File: src/rtl/yarp_lsu_pkg.sv
// Shared types for the YARP load/store unit.
//   lsu_state_e       : LSU bus-transaction state
//   mem_access_size_t : access size encoding driven by yarp_control (2'b10 is illegal)
package yarp_lsu_pkg;

    typedef enum logic [1:0] {
        IDLE = 2'b00,
        REQ  = 2'b01,
        WAIT = 2'b10,
        DONE = 2'b11
    } lsu_state_e;

    typedef enum logic [1:0] {
        BYTE      = 2'b00,
        HALF_WORD = 2'b01,
        WORD      = 2'b11
    } mem_access_size_t;

    localparam int unsigned XLEN = 32;

endpackage

File: src/rtl/yarp_lsu_if.sv
// Data-memory bus between the LSU (master) and data memory (slave).
//   mem_req_o    : bus request            (master -> slave)
//   mem_addr_o   : word-aligned address   (master -> slave)
//   mem_wr_o     : write strobe           (master -> slave)
//   mem_be_o     : byte enables           (master -> slave)
//   mem_wdata_o  : lane-replicated data   (master -> slave)
//   mem_gnt_i    : request granted        (slave -> master)
//   mem_rvalid_i : read data / write ack  (slave -> master)
//   mem_rdata_i  : read data              (slave -> master)
interface yarp_lsu_if;

    logic        mem_req_o;
    logic [31:0] mem_addr_o;
    logic        mem_wr_o;
    logic [3:0]  mem_be_o;
    logic [31:0] mem_wdata_o;
    logic        mem_gnt_i;
    logic        mem_rvalid_i;
    logic [31:0] mem_rdata_i;

    modport master (
        output mem_req_o, mem_addr_o, mem_wr_o, mem_be_o, mem_wdata_o,
        input  mem_gnt_i, mem_rvalid_i, mem_rdata_i
    );

    modport slave (
        input  mem_req_o, mem_addr_o, mem_wr_o, mem_be_o, mem_wdata_o,
        output mem_gnt_i, mem_rvalid_i, mem_rdata_i
    );

endinterface

File: src/rtl/yarp_lsu_align.sv
// Combinational byte-lane steering for the LSU.
//   Forward path (store/request side):
//     size_i, addr_lo_i, wdata_i -> be_o, wdata_o, misalign_o
//   Reverse path (load side):
//     rd_size_i, rd_addr_lo_i, rd_zext_i, rdata_i -> rdata_o (extended result)
module yarp_lsu_align
    import yarp_lsu_pkg::*;
(
    input  logic [1:0]  size_i,
    input  logic [1:0]  addr_lo_i,
    input  logic [31:0] wdata_i,
    output logic [3:0]  be_o,
    output logic [31:0] wdata_o,
    output logic        misalign_o,

    input  logic [1:0]  rd_size_i,
    input  logic [1:0]  rd_addr_lo_i,
    input  logic        rd_zext_i,
    input  logic [31:0] rdata_i,
    output logic [31:0] rdata_o
);

    logic [31:0] shifted;

    always_comb begin
        be_o       = '0;
        wdata_o    = '0;
        misalign_o = 1'b0;
        case (size_i)
            BYTE: begin
                be_o    = 4'b0001 << addr_lo_i;
                wdata_o = {4{wdata_i[7:0]}};
            end
            HALF_WORD: begin
                be_o       = 4'b0011 << addr_lo_i;
                wdata_o    = {2{wdata_i[15:0]}};
                misalign_o = addr_lo_i[0];
            end
            WORD: begin
                be_o       = '1;
                wdata_o    = wdata_i;
                misalign_o = (addr_lo_i != 2'b00);
            end
            default: misalign_o = 1'b1;   // 2'b10 is not a legal size
        endcase
    end

    // Bring the addressed lane down to bit 0 before extending.
    assign shifted = rdata_i >> {rd_addr_lo_i, 3'b000};

    always_comb begin
        rdata_o = '0;
        case (rd_size_i)
            BYTE:      rdata_o = {{24{~rd_zext_i & shifted[7]}}, shifted[7:0]};
            HALF_WORD: rdata_o = {{16{~rd_zext_i & shifted[15]}}, shifted[15:0]};
            WORD:      rdata_o = shifted;
            default:   rdata_o = '0;
        endcase
    end

endmodule

File: src/rtl/yarp_lsu.sv
// YARP load/store unit (execute stage, downstream of yarp_control).
// Runs one req/gnt + rvalid transaction per memory op and stalls the core
// until it completes, is rejected as misaligned, or times out.
//   clk, reset          : core clock, asynchronous active-high reset
//   data_req_i .. data_wdata_i : op request from control/ALU, sampled in IDLE only
//   lsu_stall_o         : hold PC/pipeline
//   lsu_rd_valid_o      : one-cycle completion pulse
//   lsu_rd_data_o       : extended load result (0 for stores/aborts)
//   lsu_misalign_o      : pulse with rd_valid, misaligned address or illegal size
//   lsu_timeout_o       : pulse with rd_valid, bus did not respond in time
//   mem                 : data-memory bus (master side)
module yarp_lsu
    import yarp_lsu_pkg::*;
#(
    parameter int unsigned RSP_TIMEOUT = 16
)
(
    input  logic        clk,
    input  logic        reset,

    input  logic        data_req_i,
    input  logic        data_wr_i,
    input  logic [1:0]  data_byte_i,
    input  logic        zero_extnd_i,
    input  logic [31:0] data_addr_i,
    input  logic [31:0] data_wdata_i,

    output logic        lsu_stall_o,
    output logic        lsu_rd_valid_o,
    output logic [31:0] lsu_rd_data_o,
    output logic        lsu_misalign_o,
    output logic        lsu_timeout_o,

    yarp_lsu_if.master  mem
);

    localparam int unsigned      CNT_W    = $clog2(RSP_TIMEOUT + 1);
    localparam logic [CNT_W-1:0] CNT_LAST = CNT_W'(RSP_TIMEOUT - 1);

    lsu_state_e       state_q, state_d;
    logic [CNT_W-1:0] cnt_q, cnt_d;
    logic [31:0]      addr_q, addr_d;
    logic [1:0]       size_q, size_d;
    logic             wr_q, wr_d;
    logic             zext_q, zext_d;
    logic [3:0]       be_q, be_d;
    logic [31:0]      wdata_q, wdata_d;
    logic             misalign_q, misalign_d;
    logic             timeout_q, timeout_d;
    logic [31:0]      rd_data_q, rd_data_d;

    logic [3:0]       fwd_be;
    logic [31:0]      fwd_wdata;
    logic             fwd_misalign;
    logic [31:0]      ld_data;

    // Forward path runs on the live inputs; its results are captured in IDLE
    // so the bus fields stay stable no matter what the inputs do later.
    yarp_lsu_align u_align (
        .size_i       (data_byte_i),
        .addr_lo_i    (data_addr_i[1:0]),
        .wdata_i      (data_wdata_i),
        .be_o         (fwd_be),
        .wdata_o      (fwd_wdata),
        .misalign_o   (fwd_misalign),
        .rd_size_i    (size_q),
        .rd_addr_lo_i (addr_q[1:0]),
        .rd_zext_i    (zext_q),
        .rdata_i      (mem.mem_rdata_i),
        .rdata_o      (ld_data)
    );

    always_ff @(posedge clk or posedge reset) begin
        if (reset) begin
            state_q    <= IDLE;
            cnt_q      <= '0;
            addr_q     <= '0;
            size_q     <= '0;
            wr_q       <= 1'b0;
            zext_q     <= 1'b0;
            be_q       <= '0;
            wdata_q    <= '0;
            misalign_q <= 1'b0;
            timeout_q  <= 1'b0;
            rd_data_q  <= '0;
        end else begin
            state_q    <= state_d;
            cnt_q      <= cnt_d;
            addr_q     <= addr_d;
            size_q     <= size_d;
            wr_q       <= wr_d;
            zext_q     <= zext_d;
            be_q       <= be_d;
            wdata_q    <= wdata_d;
            misalign_q <= misalign_d;
            timeout_q  <= timeout_d;
            rd_data_q  <= rd_data_d;
        end
    end

    always_comb begin
        state_d    = state_q;
        cnt_d      = cnt_q;
        addr_d     = addr_q;
        size_d     = size_q;
        wr_d       = wr_q;
        zext_d     = zext_q;
        be_d       = be_q;
        wdata_d    = wdata_q;
        misalign_d = misalign_q;
        timeout_d  = timeout_q;
        rd_data_d  = rd_data_q;

        case (state_q)
            IDLE: begin
                cnt_d = '0;
                if (data_req_i) begin
                    addr_d     = data_addr_i;
                    size_d     = data_byte_i;
                    wr_d       = data_wr_i;
                    zext_d     = zero_extnd_i;
                    be_d       = fwd_be;
                    wdata_d    = fwd_wdata;
                    misalign_d = fwd_misalign;
                    timeout_d  = 1'b0;
                    rd_data_d  = '0;
                    state_d    = fwd_misalign ? DONE : REQ;
                end
            end
            REQ: begin
                cnt_d = cnt_q + CNT_W'(1);
                // Budget exhausted wins over a same-cycle grant.
                if (cnt_q == CNT_LAST) begin
                    timeout_d = 1'b1;
                    state_d   = DONE;
                end else if (mem.mem_gnt_i) begin
                    state_d = WAIT;
                end
            end
            WAIT: begin
                cnt_d = cnt_q + CNT_W'(1);
                // A response in the last budgeted cycle still completes normally.
                if (mem.mem_rvalid_i) begin
                    rd_data_d = wr_q ? '0 : ld_data;
                    state_d   = DONE;
                end else if (cnt_q == CNT_LAST) begin
                    timeout_d = 1'b1;
                    state_d   = DONE;
                end
            end
            DONE: begin
                state_d = IDLE;
            end
            default: state_d = IDLE;
        endcase
    end

    logic in_req;
    logic in_done;

    assign in_req  = (state_q == REQ);
    assign in_done = (state_q == DONE);

    assign lsu_stall_o    = ~reset & (((state_q == IDLE) & data_req_i) | in_req | (state_q == WAIT));
    assign lsu_rd_valid_o = in_done;
    assign lsu_misalign_o = in_done & misalign_q;
    assign lsu_timeout_o  = in_done & timeout_q;
    assign lsu_rd_data_o  = in_done ? rd_data_q : '0;

    assign mem.mem_req_o   = in_req;
    assign mem.mem_addr_o  = in_req ? {addr_q[31:2], 2'b00} : '0;
    assign mem.mem_wr_o    = in_req & wr_q;
    assign mem.mem_be_o    = in_req ? be_q : '0;
    assign mem.mem_wdata_o = in_req ? wdata_q : '0;

endmodule

File: src/flat_wrapper.sv
// flat-port wrapper written by rule: the top's interface ports become plain ports
module yarp_lsu_flat import yarp_lsu_pkg::*;
#(
    parameter int unsigned RSP_TIMEOUT = 16
)
  (clk, reset, data_req_i, data_wr_i, data_byte_i, zero_extnd_i, data_addr_i, data_wdata_i, lsu_stall_o, lsu_rd_valid_o, lsu_rd_data_o, lsu_misalign_o, lsu_timeout_o, mem_mem_req_o, mem_mem_addr_o, mem_mem_wr_o, mem_mem_be_o, mem_mem_wdata_o, mem_mem_gnt_i, mem_mem_rvalid_i, mem_mem_rdata_i);
  yarp_lsu_if mem_i ();
  input  logic clk;
  input  logic reset;
  input  logic data_req_i;
  input  logic data_wr_i;
  input  logic [1:0] data_byte_i;
  input  logic zero_extnd_i;
  input  logic [31:0] data_addr_i;
  input  logic [31:0] data_wdata_i;
  output logic lsu_stall_o;
  output logic lsu_rd_valid_o;
  output logic [31:0] lsu_rd_data_o;
  output logic lsu_misalign_o;
  output logic lsu_timeout_o;
  output wire logic [$bits(mem_i.mem_req_o)-1:0] mem_mem_req_o;
  output wire logic [$bits(mem_i.mem_addr_o)-1:0] mem_mem_addr_o;
  output wire logic [$bits(mem_i.mem_wr_o)-1:0] mem_mem_wr_o;
  output wire logic [$bits(mem_i.mem_be_o)-1:0] mem_mem_be_o;
  output wire logic [$bits(mem_i.mem_wdata_o)-1:0] mem_mem_wdata_o;
  input wire logic [$bits(mem_i.mem_gnt_i)-1:0] mem_mem_gnt_i;
  input wire logic [$bits(mem_i.mem_rvalid_i)-1:0] mem_mem_rvalid_i;
  input wire logic [$bits(mem_i.mem_rdata_i)-1:0] mem_mem_rdata_i;
  assign mem_mem_req_o = mem_i.mem_req_o;
  assign mem_mem_addr_o = mem_i.mem_addr_o;
  assign mem_mem_wr_o = mem_i.mem_wr_o;
  assign mem_mem_be_o = mem_i.mem_be_o;
  assign mem_mem_wdata_o = mem_i.mem_wdata_o;
  assign mem_i.mem_gnt_i = mem_mem_gnt_i;
  assign mem_i.mem_rvalid_i = mem_mem_rvalid_i;
  assign mem_i.mem_rdata_i = mem_mem_rdata_i;
  yarp_lsu #(.RSP_TIMEOUT(RSP_TIMEOUT)) u_core (.clk(clk), .reset(reset), .data_req_i(data_req_i), .data_wr_i(data_wr_i), .data_byte_i(data_byte_i), .zero_extnd_i(zero_extnd_i), .data_addr_i(data_addr_i), .data_wdata_i(data_wdata_i), .lsu_stall_o(lsu_stall_o), .lsu_rd_valid_o(lsu_rd_valid_o), .lsu_rd_data_o(lsu_rd_data_o), .lsu_misalign_o(lsu_misalign_o), .lsu_timeout_o(lsu_timeout_o), .mem(mem_i));
endmodule
File: config.mk
export PLATFORM = sky130hd
export DESIGN_NAME = yarp_lsu_flat
export DESIGN_NICKNAME = d
export VERILOG_FILES = /design/src/rtl/yarp_lsu_pkg.sv /design/src/rtl/yarp_lsu_if.sv /design/src/rtl/yarp_lsu_align.sv /design/src/rtl/yarp_lsu.sv /design/src/flat_wrapper.sv
export SDC_FILE = /design/constraint.sdc
export NUM_CORES = 1
export LEC_CHECK = 0
export ABC_AREA = 1
export CELL_PAD_IN_SITES_DETAIL_PLACEMENT = 1
export CELL_PAD_IN_SITES_GLOBAL_PLACEMENT = 1
export CORE_AREA = 3 3 214 111
export DETAILED_ROUTE_END_ITERATION = 8
export DIE_AREA = 0 0 217 114
export GPL_TIMING_DRIVEN = 1
export HOLD_SLACK_MARGIN = 0.12
export MAX_ROUTING_LAYER = met4
export PLACE_DENSITY = 0.85
export SLEW_MARGIN = 20
export SYNTH_ARGS = -nofsm -noshare
export SYNTH_HDL_FRONTEND = slang
export SYNTH_SLANG_ARGS = --single-unit
File: constraint.sdc
create_clock -name clk -period 3.5 [get_ports clk]
set_input_delay 0.35 -clock clk [delete_from_list [all_inputs] [get_ports clk]]
set_output_delay 0.35 -clock clk [all_outputs]
set_load 0.005 [all_outputs]
Yosys cells after proc, flatten, opt, wreduce, memory -nomap -nowiden
Cells that the tools add are included.
Widths: inputs -> output; s select.
{"block": "totals", "latchBits": 0, "out_inout_bits": 106, "wordCells": 75, "n_memories": 0, "romBits": 0, "input_bits": 105, "ff_bits": 113, "ramBits": 0}
{"block": "op_classes", "n_reduce_logical": 12, "n_mul": 0, "n_eq_ne": 13, "magnitude_cmp": 0, "bitwise_logic": 11, "div": 0, "n_addsub": 1, "shift": 3, "mux": 24}
{"operator": "$mux 32", "count": 6}
{"operator": "$pmux 32 s3", "count": 2}
{"operator": "$pmux 32 s2", "count": 1}
{"operator": "$shr 32x5->32", "count": 1}
{"operator": "$mux 2", "count": 6}
{"operator": "$pmux 4 s3", "count": 1}
{"operator": "$pmux 5 s2", "count": 1}
{"operator": "$reduce_and 3->1", "count": 3}
{"operator": "$eq 2x2->1 const B", "count": 4}
{"operator": "$pmux 2 s4", "count": 1}
{"operator": "$and 1x1->1", "count": 7}
{"operator": "$eq 2x1->1 const B", "count": 3}
{"operator": "$logic_not 2->1", "count": 3}
{"operator": "$ne 2x2->1 const B", "count": 3}
{"operator": "$pmux 1 s3", "count": 2}
{"operator": "$reduce_bool 2->1", "count": 3}
{"operator": "$add 5x1->5 const B", "count": 1}
{"operator": "$eq 5x4->1 const B", "count": 1}
{"operator": "$mux 4", "count": 1}
{"operator": "$shl 1x2->4 const A", "count": 1}
{"operator": "$shl 2x2->4 const A", "count": 1}
{"operator": "$mux 1", "count": 3}
{"operator": "$ne 3x2->1 const B", "count": 1}
{"operator": "$ne 3x3->1 const B", "count": 1}
{"operator": "5 further kinds", "count": 7}

Depth between registers and ports, before layout
Gate-level depths: netlist of the first run.
{"block": "logic_depth", "word_depth": 6, "depth_mapped": 12, "depth_no_buf": 11}

Hierarchy
A second synthesis of the first run with hierarchy kept.
{"block": "unflattened", "hier_cells": 879, "area_unflattened_um2": 6752.7}
{"module": "yarp_lsu", "cells_each": 594, "instances": 1, "seq_area_each_um2": 2827.7, "area_per_inst_um2": 5476.5}
{"module": "yarp_lsu_align", "cells_each": 285, "instances": 1, "seq_area_each_um2": 0.0, "area_per_inst_um2": 1276.2}

Least setup slack after synthesis of the first run
Ideal clock, no wire load.
{"block": "synth_path", "path_type": "reg2out", "startpoint": "register u_core.state_q[0]", "endpoint": "output port lsu_stall_o", "stages_incl_launch_ff": 7, "setup_slack_ns": 1.749, "t_arrival_ns": 1.401, "path_buffers": 2, "required_time_ns": 3.150, "cell_sequence": "dfrtp_1 inv_1 ha_1 nand2_2 buf_2 buf_1 a31oi_1"}
{"block": "synth_between", "elab_chain_len": 5, "word_cells_on_any_way": 7, "classes_between": "eq/ne: 2; bitwise: 4; reduce/logical: 1"}
{"element": "from (decl)", "line": "yarp_lsu.sv:40", "text": "lsu_state_e state_q, state_d;"}
{"element": "from (signal assigned)", "line": "yarp_lsu.sv:87", "text": "state_q <= state_d;"}
{"element": "$logic_not 2->1", "line": "yarp_lsu.sv:164", "text": "assign lsu_stall_o = ~reset & (((state_q == IDLE) & data_req_i) | in_req | (state_q == WAIT));"}
{"element": "$and 1x1->1", "line": "yarp_lsu.sv:164"}
{"element": "$or 1x1->1", "line": "yarp_lsu.sv:164"}
{"element": "$or 1x1->1 *", "line": "yarp_lsu.sv:164"}
{"element": "$and 1x1->1 *", "line": "yarp_lsu.sv:164"}
{"element": "to (decl)", "line": "flat_wrapper.sv:16", "text": "output logic lsu_stall_o;"}
Every way passes the cells marked *; elsewhere a longest branch is shown, timed or not.

Final worst setup path of the first run
Same ends and word-level chain as after synthesis.

==> run summary, run 1 <==
Outcome: complete, no violations
Fmax: 0.352 GHz
Top post-synthesis cells by area: dfrtp_1 (44%), nand2_1 (26%), inv_1 (8.7%)
Switching Share: 40.9%
Clock skew: 0.0137 ns
Yosys top cell area share: 44.3%
Post-Route WL: 23700 um
Worst relative slew slack: 52.1%
Hold Path Class: primary input to flip-flop
Hold Fails Final Rpt: 0
Maximum vdd drop: 303 uV
H-tree depth: 4
Flop pwr share: 31.6%
First-pass GRT wire length: 38400 um
Pre-CTS WS: 0.865 ns
Grt total ovfl: 0
Slew Viols, Final: 0
Tcrit/Tclk final: 81.1%
Num CTS Buffers: 17
Critical Path RT: 3.15 ns
Synthesized flop and latch total: 113
Mapped Cells: 936
Largest net degree at the start of global routing: 77
Clk_lat worst skew: 0.41 ns
Placement-stage cell area: 8680 sq um
Fin Setup TNS: 0 ns
Initial antenna violation count: 0
Psw: 2.91 mW
Max-cap viol count: 0
Final Util: 42.6%
# setup viols final: 0
CTS Sinks: 113
RSZ-0062 raised after global routing: no
Leak Pwr: 5.10 nW
Fraction of registers with async set/reset: 100%
Max clock buf depth: 2
Residual antenna-violating net count after detailed routing: 0
Fin area: 9290 sq um
CP Data Arrival Time: 2.49 ns
Final WS setup: 0.662 ns
Iter 0 DRT Violations: 414
Row cnt: 38
Worst Max-Slew Pin Slew: 0.719 ns
Via-to-Cell Ratio: 4.67
TritonCTS clock tree: yes
PortBufs: 208
Hold buffers post-CTS: 0
DRT Pass-1 Iters: 5
Min Tclk post-route: 2.84 ns
Syn-to-layout area delta: 45.6%
P per Cell Area: 768 nW/um^2
Root buf cell: clkbuf_16
DIE WIDTH: 217 um
Distinct cells, synth: 33
Syn. warnings: 0
Routability cong.: 0.839
Clk pwr share: 25.1%
Residual DRC: 0
Die height: 114 um
Post-synth top area cell: dfrtp_1
Startpoint types: flip-flop
CP endpoint kind: primary output
Die area: 24700 sq um
EDFF count, synth: 0
Dpl hpwl: 17100 um
Commonest non-fill, non-tap cells in the layout: nand2_1 (437), clkdlybuf4s50_1 (208), inv_1 (147)
Post-CTS Setup Inserts: 0
Average cell area after synthesis: 6.81 sq um
Tot GR Track Use: 19.7%
PostCTS Resize Cnt: 0
CORE AREA: 21800 sq um
CP max FO: 30
Clk slew on worst S/H paths: 0.06 ns
Internal: 4.22 mW
Layout cells sized above 1: 5.02%
Vias: 6706
Layout Nets: 1236
Top FF cell, synth: dfrtp_1
Starting density of the core: 29.3%
Number of global-route vias before repair: 7297
DR WL/cell: 16.5 um
Antenna diode count: 0
Commonest non-fill, non-tap cell in the layout: nand2_1
Synthesized cell area: 6380 sq um
Sequential share of the synthesized area: 44.3%
Comb pwr share: 43.3%
Number of top-level pins: 211
Critical path class: flip-flop to primary output
layer usage:
| layer | vias up | part of all wire, % | global-route usage, % |
|---|---|---|---|
| li1 | 3190 | - | - |
| met1 | 3352 | 43 | 23.1 |
| met2 | 131 | 53 | 36.0 |
| met3 | 33 | 2.9 | 2.42 |
| met4 | 0 | 2.0 | 5.34 |
| met5 | - | 0 | - |
critical path, stage by stage (launching register included):
cell and delay (ns):
dfrtp_1 0.45, inv_1 0.17, ha_1 0.23, nand2_2 0.38, a31oi_1 0.31, clkdlybuf4s50_1 0.54
state kept, by name, indices dropped and copies added (netlist names):
register           cells
u_core.wr_q            1
u_core.wdata_q        32
u_core.misalign_q      1
u_core.rd_data_q      32
u_core.timeout_q       1
u_core.be_q            4
u_core.size_q          2
u_core.zext_q          1
u_core.addr_q         32
u_core.state_q         2
u_core.cnt_q           5
stage by stage:
stage / hold slack, ns / power (mW) / instances
floorplan: 0.449 / 4.03 / 937
global route: 0.488 / 7.67 / 1436
global placement: 0.464 / 5.17 / 1404
finish: 0.475 / 7.13 / 1436
CTS: 0.465 / 7.19 / 1436
detailed placement: 0.465 / 5.32 / 1404
final cells by class:
class / count / area, sq um
Clock buffer: 19 / 453
Clock inverter: 13 / 154
Fill cell: 2763 / 12500
Inverter: 152 / 581
Multi-Input combinational cell: 621 / 2730
Sequential cell: 113 / 2830
Tap cell: 300 / 375
Timing Repair Buffer: 218 / 2170
power groups by stage:
| stage | sequential (mW) | combinational [mW] | clock [mW] |
|---|---|---|---|
| floorplan | 2.12 | 1.91 | 0 |
| global placement | 2.23 | 2.94 | 0 |
| detailed placement | 2.25 | 3.07 | 0 |
| CTS | 2.24 | 3.12 | 1.82 |
| global route | 2.32 | 3.47 | 1.88 |
| finish | 2.25 | 3.09 | 1.79 |
final timing paths:
check / endpoint / start / slack (ns) / depth (start not counted)
hold / removal: u_core.addr_q[21]$_DFFE_PP0P_ / data_addr_i[21] / 0.48 / 3
max in group asynchronous: u_core.wdata_q[30]$_DFFE_PP0P_ / reset / 2.37 / 3
setup reg to reg: u_core.misalign_q$_DFFE_PP0P_ / u_core.state_q[0]$_DFFE_PP0P_ / 0.89 / 7
min in group asynchronous: u_core.rd_data_q[14]$_DFFE_PP0P_ / reset / 0.51 / 2
setup / recovery: lsu_stall_o / u_core.state_q[0]$_DFFE_PP0P_ / 0.66 / 5
hold reg to reg: u_core.addr_q[28]$_DFFE_PP0P_ / u_core.addr_q[28]$_DFFE_PP0P_ / 0.48 / 2
cells in the mapped netlist (4+ instances only):
cell type and instances:
a21oi_1 8, dfrtp_1 113, o21ai_1 7, nor2_1 16
ha_1 8, nand3_1 55, buf_1 4, inv_1 148
clkbuf_1 19, nand2_1 437, buf_2 19, o211ai_1 22
o21ai_0 48, buf_4 6
kinds of logic after synthesis:
group	Yosys count	share of synthesized area [%]
adder cells (fa/ha/maj)	8	1.57
flip-flops	113	44.3
AND/OR/NAND/NOR	518	32.5
XOR/XNOR	1	0.137
AO/OA/AOI/OAI	92	8.36
other	1	0.0588
buffers and inverters	203	13.0
Note: power is estimated with default switching activity, not from simulation.
==> run 2, diff against run 1 <==
==> constraint.sdc (replaced) <==
create_clock -name clk -period 2.46 [get_ports clk]
set_input_delay 0.246 -clock clk [delete_from_list [all_inputs] [get_ports clk]]
set_output_delay 0.246 -clock clk [all_outputs]
set_load 0.005 [all_outputs]
==> run summary, run 2 (same netlist as run 1, synthesis figures left out) <==
Via-to-Cell Ratio: 4.65 (was 4.67)
Number of top-level pins: 211 (unchanged)
Clk slew on worst S/H paths: 0.06 ns (about the same)
CP max FO: 9 (was 30)
Largest net degree at the start of global routing: 50 (was 77)
R2R setup slack: 0.37 ns (was 0.89 ns)
Vias: 6715 (was 6706)
Tcrit/Tclk final: 96.0%
RSZ-0062 raised after global routing: no (unchanged)
TritonCTS clock tree: yes (unchanged)
Hold slack: 0.321 ns (was 0.475 ns)
Antenna diode count: 0 (unchanged)
DRT Pass-1 Iters: 5 (unchanged)
Clock skew: 0.00932 ns (was 0.0137 ns)
Tot GR Track Use: 19.2% (was 19.7%)
CTS Sinks: 113 (unchanged)
Hold Path Class: primary input to async pin (was primary input to flip-flop)
# setup viols final: 0 (unchanged)
Slew Viols, Final: 0 (unchanged)
CP endpoint kind: primary output (unchanged)
Routability cong.: 0.810 (was 0.839)
Flop pwr share: 32.0% (was 31.6%)
Iter 0 DRT Violations: 355 (was 414)
Fin area: 9370 sq um (was 9290 sq um)
Total power: 10.1 mW (was 7.13 mW)
Critical Path RT: 2.21 ns (was 3.15 ns)
Post-Route WL: 23200 um (was 23700 um)
Outcome: complete, no violations (unchanged)
Grt total ovfl: 0 (unchanged)
Fin cells: 1443 (was 1436)
Critical path class: flip-flop to primary output (unchanged)
Initial antenna violation count: 0 (unchanged)
Min Tclk post-route: 2.36 ns
Fmax: 0.424 GHz
DIE WIDTH: 217 um (unchanged)
Placement-stage cell area: 8740 sq um (was 8680 sq um)
Clk pwr share: 23.6% (was 25.1%)
Max clock buf depth: 2 (unchanged)
H-tree depth: 4 (unchanged)
Commonest non-fill, non-tap cell in the layout: nand2_1 (unchanged)
Root buf cell: clkbuf_16 (unchanged)
Endpoint of the worst register-to-register path: u_core.wdata_q[3]$_DFFE_PP0P_ (was u_core.misalign_q$_DFFE_PP0P_)
Max-cap viol count: 0 (unchanged)
Comb pwr share: 44.4% (was 43.3%)
P per Cell Area: 1080 nW/um^2 (was 768 nW/um^2)
Top flop regs: u_core.addr_q x32, u_core.rd_data_q x32, u_core.wdata_q x32 (unchanged)
Die area: 24700 sq um (unchanged)
Final WS setup: 0.0992 ns (was 0.662 ns)
CORE AREA: 21800 sq um (unchanged)
Residual antenna-violating net count after detailed routing: 0 (unchanged)
Commonest non-fill, non-tap cells in the layout: nand2_1 (437), clkdlybuf4s50_1 (208), inv_1 (146) (was nand2_1 (437), clkdlybuf4s50_1 (208), inv_1 (147))
Layout Nets: 1244 (was 1236)
Dpl cells: 1411 (was 1404)
Pre-CTS WS: 0.318 ns (was 0.865 ns)
Residual DRC: 0 (unchanged)
Row cnt: 38 (unchanged)
RR Startpoint: u_core.state_q[0]$_DFFE_PP0P_ (unchanged)
Internal: 6.07 mW (was 4.22 mW)
CP Data Arrival Time: 2.11 ns (was 2.49 ns)
Reg2Reg Depth: 7 (unchanged)
Clk_lat worst skew: 0.41 ns (about the same)
DR WL/cell: 16.1 um (was 16.5 um)
PortBufs: 208 (unchanged)
Maximum vdd drop: 518 uV (was 303 uV)
Dpl hpwl: 17400 um (was 17100 um)
Psw: 4.07 mW (was 2.91 mW)
Startpoint types: flip-flop (unchanged)
First-pass GRT wire length: 36900 um (was 38400 um)
Worst relative slew slack: 56.0% (was 52.1%)
Leak Pwr: 5.15 nW (was 5.10 nW)
Number of global-route vias before repair: 7420 (was 7297)
Num CTS Buffers: 17 (unchanged)
Starting density of the core: 29.3% (unchanged)
Die height: 114 um (unchanged)
Layout cells sized above 1: 5.69% (was 5.02%)
Hold Fails Final Rpt: 0 (unchanged)
Hold buffers post-CTS: 0 (unchanged)
Syn-to-layout area delta: 46.9% (was 45.6%)
Worst Max-Slew Pin Slew: 0.659 ns (was 0.719 ns)
Switching Share: 40.1% (was 40.9%)
-- run 2: per-stage QoR --
step           utilization, %  TNS [ns]
2_1_floorplan               -         0
3_3_place_gp             40.1         0
3_5_place_dp             40.1         0
4_1_cts                  42.7    -0.195
5_1_grt                  43.0         0
6_report                 43.0         0
-- run 2: metal layers --
layer	global-route usage (%)	up-vias	routed length [um]
met5	-	-	0
met4	6.42	0	520
met3	3.38	36	849
met2	35.0	144	12200
met1	21.4	3326	9640
li1	-	3209	-
-- run 2: area by class of cell --
class | instances | area, sq um
multi-input cells | 621 | 2740
clock inverters | 12 | 118
repair buffers | 226 | 2280
fillers | 2751 | 12400
inverters | 152 | 579
clock buffers | 19 | 443
well taps | 300 | 375
flip-flops and latches | 113 | 2830
-- run 2: worst max path at each step --
stage / startpoint / to / slack, ns / cells after the start
6_report: u_core.state_q[0]$_DFFE_PP0P_ / lsu_stall_o / 0.1 / 5
5_1_grt: u_core.state_q[0]$_DFFE_PP0P_ / lsu_rd_data_o[23] / 0.004 / 5
4_1_cts: u_core.state_q[1]$_DFFE_PP0P_ / mem_mem_addr_o[2] / -0.04 / 6
3_5_place_dp: u_core.state_q[1]$_DFFE_PP0P_ / mem_mem_wdata_o[24] / 0.32 / 6
3_3_place_gp: u_core.state_q[0]$_DFFE_PP0P_ / u_core.be_q[0]$_DFFE_PP0P_ / 0.44 / 7
2_1_floorplan: u_core.state_q[0]$_DFFE_PP0P_ / lsu_stall_o / 0.81 / 6
-- run 2: power groups by stage --
stage | sequential (mW) | combinational, mW | clock [mW]
6_report | 3.25 | 4.50 | 2.39
5_1_grt | 3.34 | 5.06 | 2.55
4_1_cts | 3.23 | 4.44 | 2.45
3_3_place_gp | 3.23 | 4.16 | 0
3_5_place_dp | 3.25 | 4.39 | 0
2_1_floorplan | 3.01 | 2.72 | 0
-- run 2: worst max-delay path, cell delays in order (launching register included) --
cell             delay, ns
dfrtp_1               0.46
inv_1                 0.17
ha_2                  0.25
nand2_4               0.11
a31oi_1               0.14
clkdlybuf4s50_1       0.57
-- run 2: repair_timing --
item / CTS / global route
cloned: 0 / 1
resized for setup: 1 / 8
setup buffers: 0 / 0
endpoints found under the hold margin: 0 / 0
setup endpoints to repair: 43 / 68
